===== src/rtl/osc_freq_pkg.sv =====
`default_nettype none
// ============================================================================
// Module      : osc_freq_pkg
// Description : Shared types, constants and saturating-increment helper for
//               the ring-oscillator frequency counter.
// Revision    : 1.0 - initial release
// ============================================================================
package osc_freq_pkg;

    typedef enum logic [1:0] {
        IDLE    = 2'd0,
        ARM     = 2'd1,
        MEASURE = 2'd2
    } state_e;

    // Helper arithmetic runs at this width; callers zero-extend narrower counts.
    localparam int ACC_WIDTH = 32;
    localparam logic [ACC_WIDTH-1:0] CNT_MAX = '1;

    // Returns {ovf, acc'}: acc' sticks at limit and ovf flags an increment at limit.
    function automatic logic [ACC_WIDTH:0] sat_inc(
        input logic [ACC_WIDTH-1:0] acc,
        input logic [ACC_WIDTH-1:0] limit
    );
        if (acc >= limit) begin
            return {1'b1, limit};
        end
        return {1'b0, acc + ACC_WIDTH'(1)};
    endfunction

endpackage
`default_nettype wire


===== src/rtl/edge_sync_detect.sv =====
`default_nettype none
// ============================================================================
// Module      : edge_sync_detect
// Description : Multi-flop synchroniser with rising-edge detector; clear
//               suppresses the edge while the history is being reloaded.
// Revision    : 1.0 - initial release
// ============================================================================
module edge_sync_detect #(
    parameter int SYNC_STAGES = 2
) (
    input  logic clk,
    input  logic rst,
    input  logic async_in,
    input  logic clear,
    output logic edge_out,
    output logic level_out
);

    logic [SYNC_STAGES-1:0] r_sync;
    logic                   r_prev;

    always_ff @(posedge clk or posedge rst) begin
        if (rst) begin
            r_sync <= '0;
            r_prev <= 1'b0;
        end else begin
            r_sync <= {r_sync[SYNC_STAGES-2:0], async_in};
            r_prev <= r_sync[SYNC_STAGES-1];
        end
    end

    assign level_out = r_sync[SYNC_STAGES-1];
    assign edge_out  = level_out & ~r_prev & ~clear;

endmodule
`default_nettype wire


===== src/rtl/osc_freq_counter.sv =====
`default_nettype none
// ============================================================================
// Module      : osc_freq_counter
// Description : Gated rising-edge counter measuring a ring oscillator over a
//               programmable clk window; single-shot or continuous.
// Revision    : 1.0 - initial release
// ============================================================================
module osc_freq_counter
    import osc_freq_pkg::*;
#(
    parameter int CNT_WIDTH   = 8,
    parameter int GATE_WIDTH  = 16,
    parameter int SYNC_STAGES = 2
) (
    input  logic                  clk,
    input  logic                  rst,
    input  logic                  osc_in,
    input  logic                  start,
    input  logic                  continuous,
    input  logic [GATE_WIDTH-1:0] gate_len,
    input  logic                  stop,
    output logic                  busy,
    output logic [CNT_WIDTH-1:0]  count,
    output logic                  valid,
    output logic                  overflow
);

    localparam logic [ACC_WIDTH-1:0] c_cnt_limit = CNT_MAX >> (ACC_WIDTH - CNT_WIDTH);

    state_e                r_state;
    logic [GATE_WIDTH-1:0] r_timer;
    logic [CNT_WIDTH-1:0]  r_acc;
    logic                  r_ovf;
    logic [CNT_WIDTH-1:0]  r_count;
    logic                  r_overflow;
    logic                  r_valid;
    logic                  r_busy;

    logic                  w_edge;
    logic                  w_level;
    logic [ACC_WIDTH:0]    w_sat_res;
    logic [CNT_WIDTH-1:0]  w_acc_upd;
    logic                  w_ovf_upd;
    logic [GATE_WIDTH-1:0] w_gate_eff;

    edge_sync_detect #(
        .SYNC_STAGES (SYNC_STAGES)
    ) u_edge (
        .clk       (clk),
        .rst       (rst),
        .async_in  (osc_in),
        .clear     (r_state == ARM),
        .edge_out  (w_edge),
        .level_out (w_level)
    );

    assign w_sat_res  = sat_inc(ACC_WIDTH'(r_acc), c_cnt_limit);
    assign w_acc_upd  = w_edge ? CNT_WIDTH'(w_sat_res) : r_acc;
    assign w_ovf_upd  = r_ovf | (w_edge & w_sat_res[ACC_WIDTH]);
    // A zero-length window would never terminate, so it runs as one cycle.
    assign w_gate_eff = (gate_len == '0) ? GATE_WIDTH'(1) : gate_len;

    always_ff @(posedge clk or posedge rst) begin
        if (rst) begin
            r_state    <= IDLE;
            r_timer    <= '0;
            r_acc      <= '0;
            r_ovf      <= 1'b0;
            r_count    <= '0;
            r_overflow <= 1'b0;
            r_valid    <= 1'b0;
            r_busy     <= 1'b0;
        end else begin
            r_valid <= 1'b0;
            case (r_state)
                IDLE: begin
                    if (start) begin
                        r_timer <= w_gate_eff;
                        r_state <= ARM;
                        r_busy  <= 1'b1;
                    end
                end
                ARM: begin
                    r_acc <= '0;
                    r_ovf <= 1'b0;
                    if (stop) begin
                        r_state <= IDLE;
                        r_busy  <= 1'b0;
                    end else begin
                        r_state <= MEASURE;
                    end
                end
                MEASURE: begin
                    if (stop) begin
                        r_state <= IDLE;
                        r_busy  <= 1'b0;
                    end else if (r_timer == GATE_WIDTH'(1)) begin
                        // The boundary cycle's edge closes out the old window.
                        r_count    <= w_acc_upd;
                        r_overflow <= w_ovf_upd;
                        r_valid    <= 1'b1;
                        r_acc      <= '0;
                        r_ovf      <= 1'b0;
                        if (continuous) begin
                            r_timer <= w_gate_eff;
                        end else begin
                            r_state <= IDLE;
                            r_busy  <= 1'b0;
                        end
                    end else begin
                        r_acc   <= w_acc_upd;
                        r_ovf   <= w_ovf_upd;
                        r_timer <= r_timer - GATE_WIDTH'(1);
                    end
                end
                default: begin
                    r_state <= IDLE;
                    r_busy  <= 1'b0;
                end
            endcase
        end
    end

    assign busy     = r_busy;
    assign count    = r_count;
    assign valid    = r_valid;
    assign overflow = r_overflow;

    logic w_unused;
    assign w_unused = w_level;

endmodule
`default_nettype wire


===== config.mk =====
export PLATFORM = sky130hd
export DESIGN_NAME = osc_freq_counter
export DESIGN_NICKNAME = d
export VERILOG_FILES = /design/src/rtl/osc_freq_pkg.sv /design/src/rtl/edge_sync_detect.sv /design/src/rtl/osc_freq_counter.sv
export SDC_FILE = /design/constraint.sdc
export NUM_CORES = 1
export LEC_CHECK = 0
export BUFFER_PORTS_ARGS = -buffer_cell sky130_fd_sc_hd__buf_2
export CAP_MARGIN = 20
export CORE_MARGIN = 1.5
export CORE_UTILIZATION = 35
export DETAILED_ROUTE_END_ITERATION = 6
export GPL_TIMING_DRIVEN = 0
export PLACE_DENSITY = 0.65
export SYNTH_ARGS = -nofsm -noshare
export SYNTH_HDL_FRONTEND = slang
export SYNTH_HIERARCHICAL = 1
export SYNTH_SLANG_ARGS = --single-unit

===== constraint.sdc =====
create_clock -name clk -period 2.1 [get_ports clk]
set_input_delay 0.105 -clock clk [delete_from_list [all_inputs] [get_ports clk]]
set_output_delay 0.105 -clock clk [all_outputs]
set_load 0.01 [all_outputs]

==> impl_metrics.env <==
export IMPL_grt_pass1_vias=2028
export IMPL_rsz0062_at_grt="true"
export IMPL_fin_tns_setup_ps=0
export IMPL_p_sw_mw=0.744
export IMPL_clock_sinks=41
export IMPL_synth_distinct_cells=50
export IMPL_worst_hold_slack_ps=114
export IMPL_period_share=0.957
export IMPL_synthMuxAreaShare=0.0422
export IMPL_detail_route_antenna_nets=0
export IMPL_synth_simple_area_share=0.218
export IMPL_num_rows=29
export IMPL_synth_compound_area_frac=0.234
export IMPL_overflow=0
export IMPL_yosysSeqAreaShare=0.432
export IMPL_finalMaxSlewViolations=0
export IMPL_fmax_ghz=0.498
export IMPL_synth_top_family_by_area="compound AO/OA/AOI/OAI gates"
export IMPL_synth_area_mm2=0.00237
export IMPL_placed_area_mm2=0.00263
export IMPL_hold_violations=0
export IMPL_crit_chain="inv_1, ha_1, nor4b_4, nand4b_4, and2_4, buf_6, buf_6, mux2i_1, o2bb2ai_1"
export IMPL_violations="DRC"
export IMPL_yosysTopAreaCell="dfrtp_1"
export IMPL_grt_usage=0.167
export IMPL_wl_met2_mm=2.83
export IMPL_n_antenna_cell=0
export IMPL_cellLeakagePower_nw=1.28
export IMPL_antenna_found_initial=0
export IMPL_cp_end_kind="flip-flop"
export IMPL_dr_pass1_iters=7
export IMPL_netSwitchingFraction=0.322
export IMPL_synth_xor_area_share=0.00369
export IMPL_core_area_mm2=0.00646
export IMPL_critPathMaxStageDelay_ps=420
export IMPL_ios=33
export IMPL_drive_gt1_frac=0.258
export IMPL_required_ps=2270
export IMPL_arrival_ps=2180
export IMPL_min_period_ps=2010
export IMPL_portBuffers=32
export IMPL_ir_worst_vdd_uv=247
export IMPL_synth_fa_ha_area_frac=0.0158
export IMPL_grt_pass1_wl_mm=9.70
export IMPL_worstHoldStart="start"
export IMPL_async_reset_ff_frac=1.00
export IMPL_yosys_area_top_type_share=0.432
export IMPL_criticalPathCategory="flip-flop to flip-flop"
export IMPL_p_per_area_mw_per_mm2=791
export IMPL_tightest_slew_ps=812
export IMPL_synth_common_cells="41 x dfrtp_1, 27 x o21ai_0, 23 x nand2_1"
export IMPL_synth_area_per_cell_um2=9.05
export IMPL_met3_length_um=371
export IMPL_synth_area_top_cells="dfrtp_1 43%, o21ai_0 5.7%, mux2i_1 4.2%, a21oi_1 4.0%, nand2_1 3.6%"
export IMPL_root_buffer="clkbuf_8"
export IMPL_synth_flop_cell="dfrtp_1"
export IMPL_syn_nets=287
export IMPL_setup_viol=0
export IMPL_clock_path_buffers=2
export IMPL_cp_max_fo=10
export IMPL_startpoint_type="flip-flop"
export IMPL_remaining_drc_errors=3
export IMPL_vias=2242
export IMPL_cts_tree="yes"
export IMPL_synth_edf_count=0
export IMPL_drt_met1_wl_mm=2.70
export IMPL_htree_levels=2
export IMPL_wl_mm=6.04
export IMPL_cts_clk_slew_worst_paths_ps=80
export IMPL_synth_most_common_cell="dfrtp_1"
export IMPL_r2r_slack_ps=90
export IMPL_slew_headroom=0.458
export IMPL_cp_common_cell="buf_6"
export IMPL_design_area_mm2=0.00292
export IMPL_p_total_mw=2.31
export IMPL_synth_warnings=6
export IMPL_crit_path_start="r_timer[1]$_DFFE_PP0P_"
export IMPL_worst_clock_skew_ps=7.91
export IMPL_cts_buffers=5
export IMPL_max_cap_viol_count=0
export IMPL_routedWlPerCell_um=15.4
export IMPL_hp_class="input pin to flip-flop"
export IMPL_synth_cells=262
export IMPL_routabilityCongestion=0.875
export IMPL_grt_max_degree=39
export IMPL_finalNetCount=338
export IMPL_die_height_um=85.3
export IMPL_p_clk_frac=0.284
export IMPL_seqPwrFrac=0.465
export IMPL_drt_iter0_markers=194
export IMPL_combPwrFrac=0.251
export IMPL_syn2layout_area_growth_pct=23.2
export IMPL_crit_slowest_cell="dfrtp_1"
export IMPL_die_area_mm2=0.00728
export IMPL_postLayoutCoreUtil=0.452
export IMPL_die_x_um=85.3
export IMPL_status="finished with violations"
export IMPL_highest_layer="met4"
export IMPL_intPower_mw=1.57
export IMPL_initial_core_util=0.367
export IMPL_insertion_delay_ps=290
export IMPL_synth_seq_cells=41
export IMPL_r2r_start="r_timer[1]$_DFFE_PP0P_"
export IMPL_viasPerCell=5.73
export IMPL_dp_hpwl_mm=4.08
==> layout by cell type, fill, tap and decap left out, drive strengths merged, types with 3 or more instances in the layout <==
cell,instances
a21o,4
o2bb2ai,7
nor4,8
nor2b,3
nand4,4
inv,15
buf,52
nand3,5
nor3,11
a2bb2oi,4
mux2i,10
ha,3
nor3b,4
o31ai,4
clkbuf,7
o22ai,3
o21ai,27
dfrtp,41
dlygate4sd3,3
nand2,23
a31oi,4
a22oi,3
or2,3
nor2,22
a21oi,20
==> final timing paths <==
kind | to | cells after the start
min in group asynchronous | u_edge/r_sync[0]$_DFF_PP0_ | 3
hold / removal | r_state[0]$_DFFE_PP0P_ | 2
setup / recovery | r_timer[14]$_DFFE_PP0P_ | 9
hold reg to reg | u_edge/r_sync[1]$_DFF_PP0_ | 0
setup reg to reg | r_timer[14]$_DFFE_PP0P_ | 9
max in group asynchronous | r_timer[0]$_DFFE_PP0P_ | 3
==> state kept, by name, indices dropped and copies added, names as in the netlist, 2 cells and up <==
name / cells
r_timer: 16
r_state: 2
r_acc: 8
u_edge/r_sync: 2
count: 8
==> per-layer routing <==
metal  GRT usage  vias up
met5           0        -
met4      0.0601        0
met3      0.0321       16
met2       0.255       82
met1       0.237     1080
li1            -     1064
==> power groups by stage <==
stage               Sequential, mW  Combinational [mW]  Clock (mW)
floorplan                     1.02               0.383           0
global placement              1.05               0.503           0
detailed placement            1.06               0.514           0
CTS                           1.04               0.533       0.670
global route                  1.09               0.639       0.711
finish                        1.08               0.580       0.657
==> cells by family (layout without fill, tap and decap cells) <==
kind of cell | count (synthesis) | in the layout
xor+xnor | 1 | 1
mux | 10 | 10
flops | 41 | 41
buf+inv | 26 | 78
compound gates | 86 | 86
fa+ha+maj | 3 | 3
simple gates | 95 | 95
==> critical path: cells and delay by family (launching register included) <==
family                   cells  cell delay, ps
AND/OR/NAND/NOR              3             650
buffers and inverters        3             390
flip-flops                   1             420
adder cells (fa/ha/maj)      1             160
AO/OA/AOI/OAI                1              90
multiplexers                 1             180
==> stage by stage <==
stage          cells  setup slack (ps)
5_1_grt          391             -47.7
3_5_place_dp     371              -252
6_report         391              90.3
2_1_floorplan    262               113
3_3_place_gp     371              -215
4_1_cts          384             0.504
==> repair_timing <==
action                                 in CTS  in global routing
endpoints found under the hold margin       5                  0
setup buffers                               2                  7
gates resized for setup                     7                 12
hold buffers                                3                  0
setup endpoints to repair                  20                 30
pin swaps                                   1                  1
==> layout make-up <==
| type | count | area, um2 |
|---|---|---|
| Buffer | 11 | 76.3 |
| Clock buffer | 7 | 86.3 |
| Clock inverter | 1 | 30.0 |
| Fill cell | 645 | 3540 |
| Inverter | 15 | 56.3 |
| Multi-Input combinational cell | 195 | 1290 |
| Sequential cell | 41 | 1030 |
| Tap cell | 77 | 96.3 |
| Timing Repair Buffer | 44 | 258 |
(Power assumes the default switching activity.)
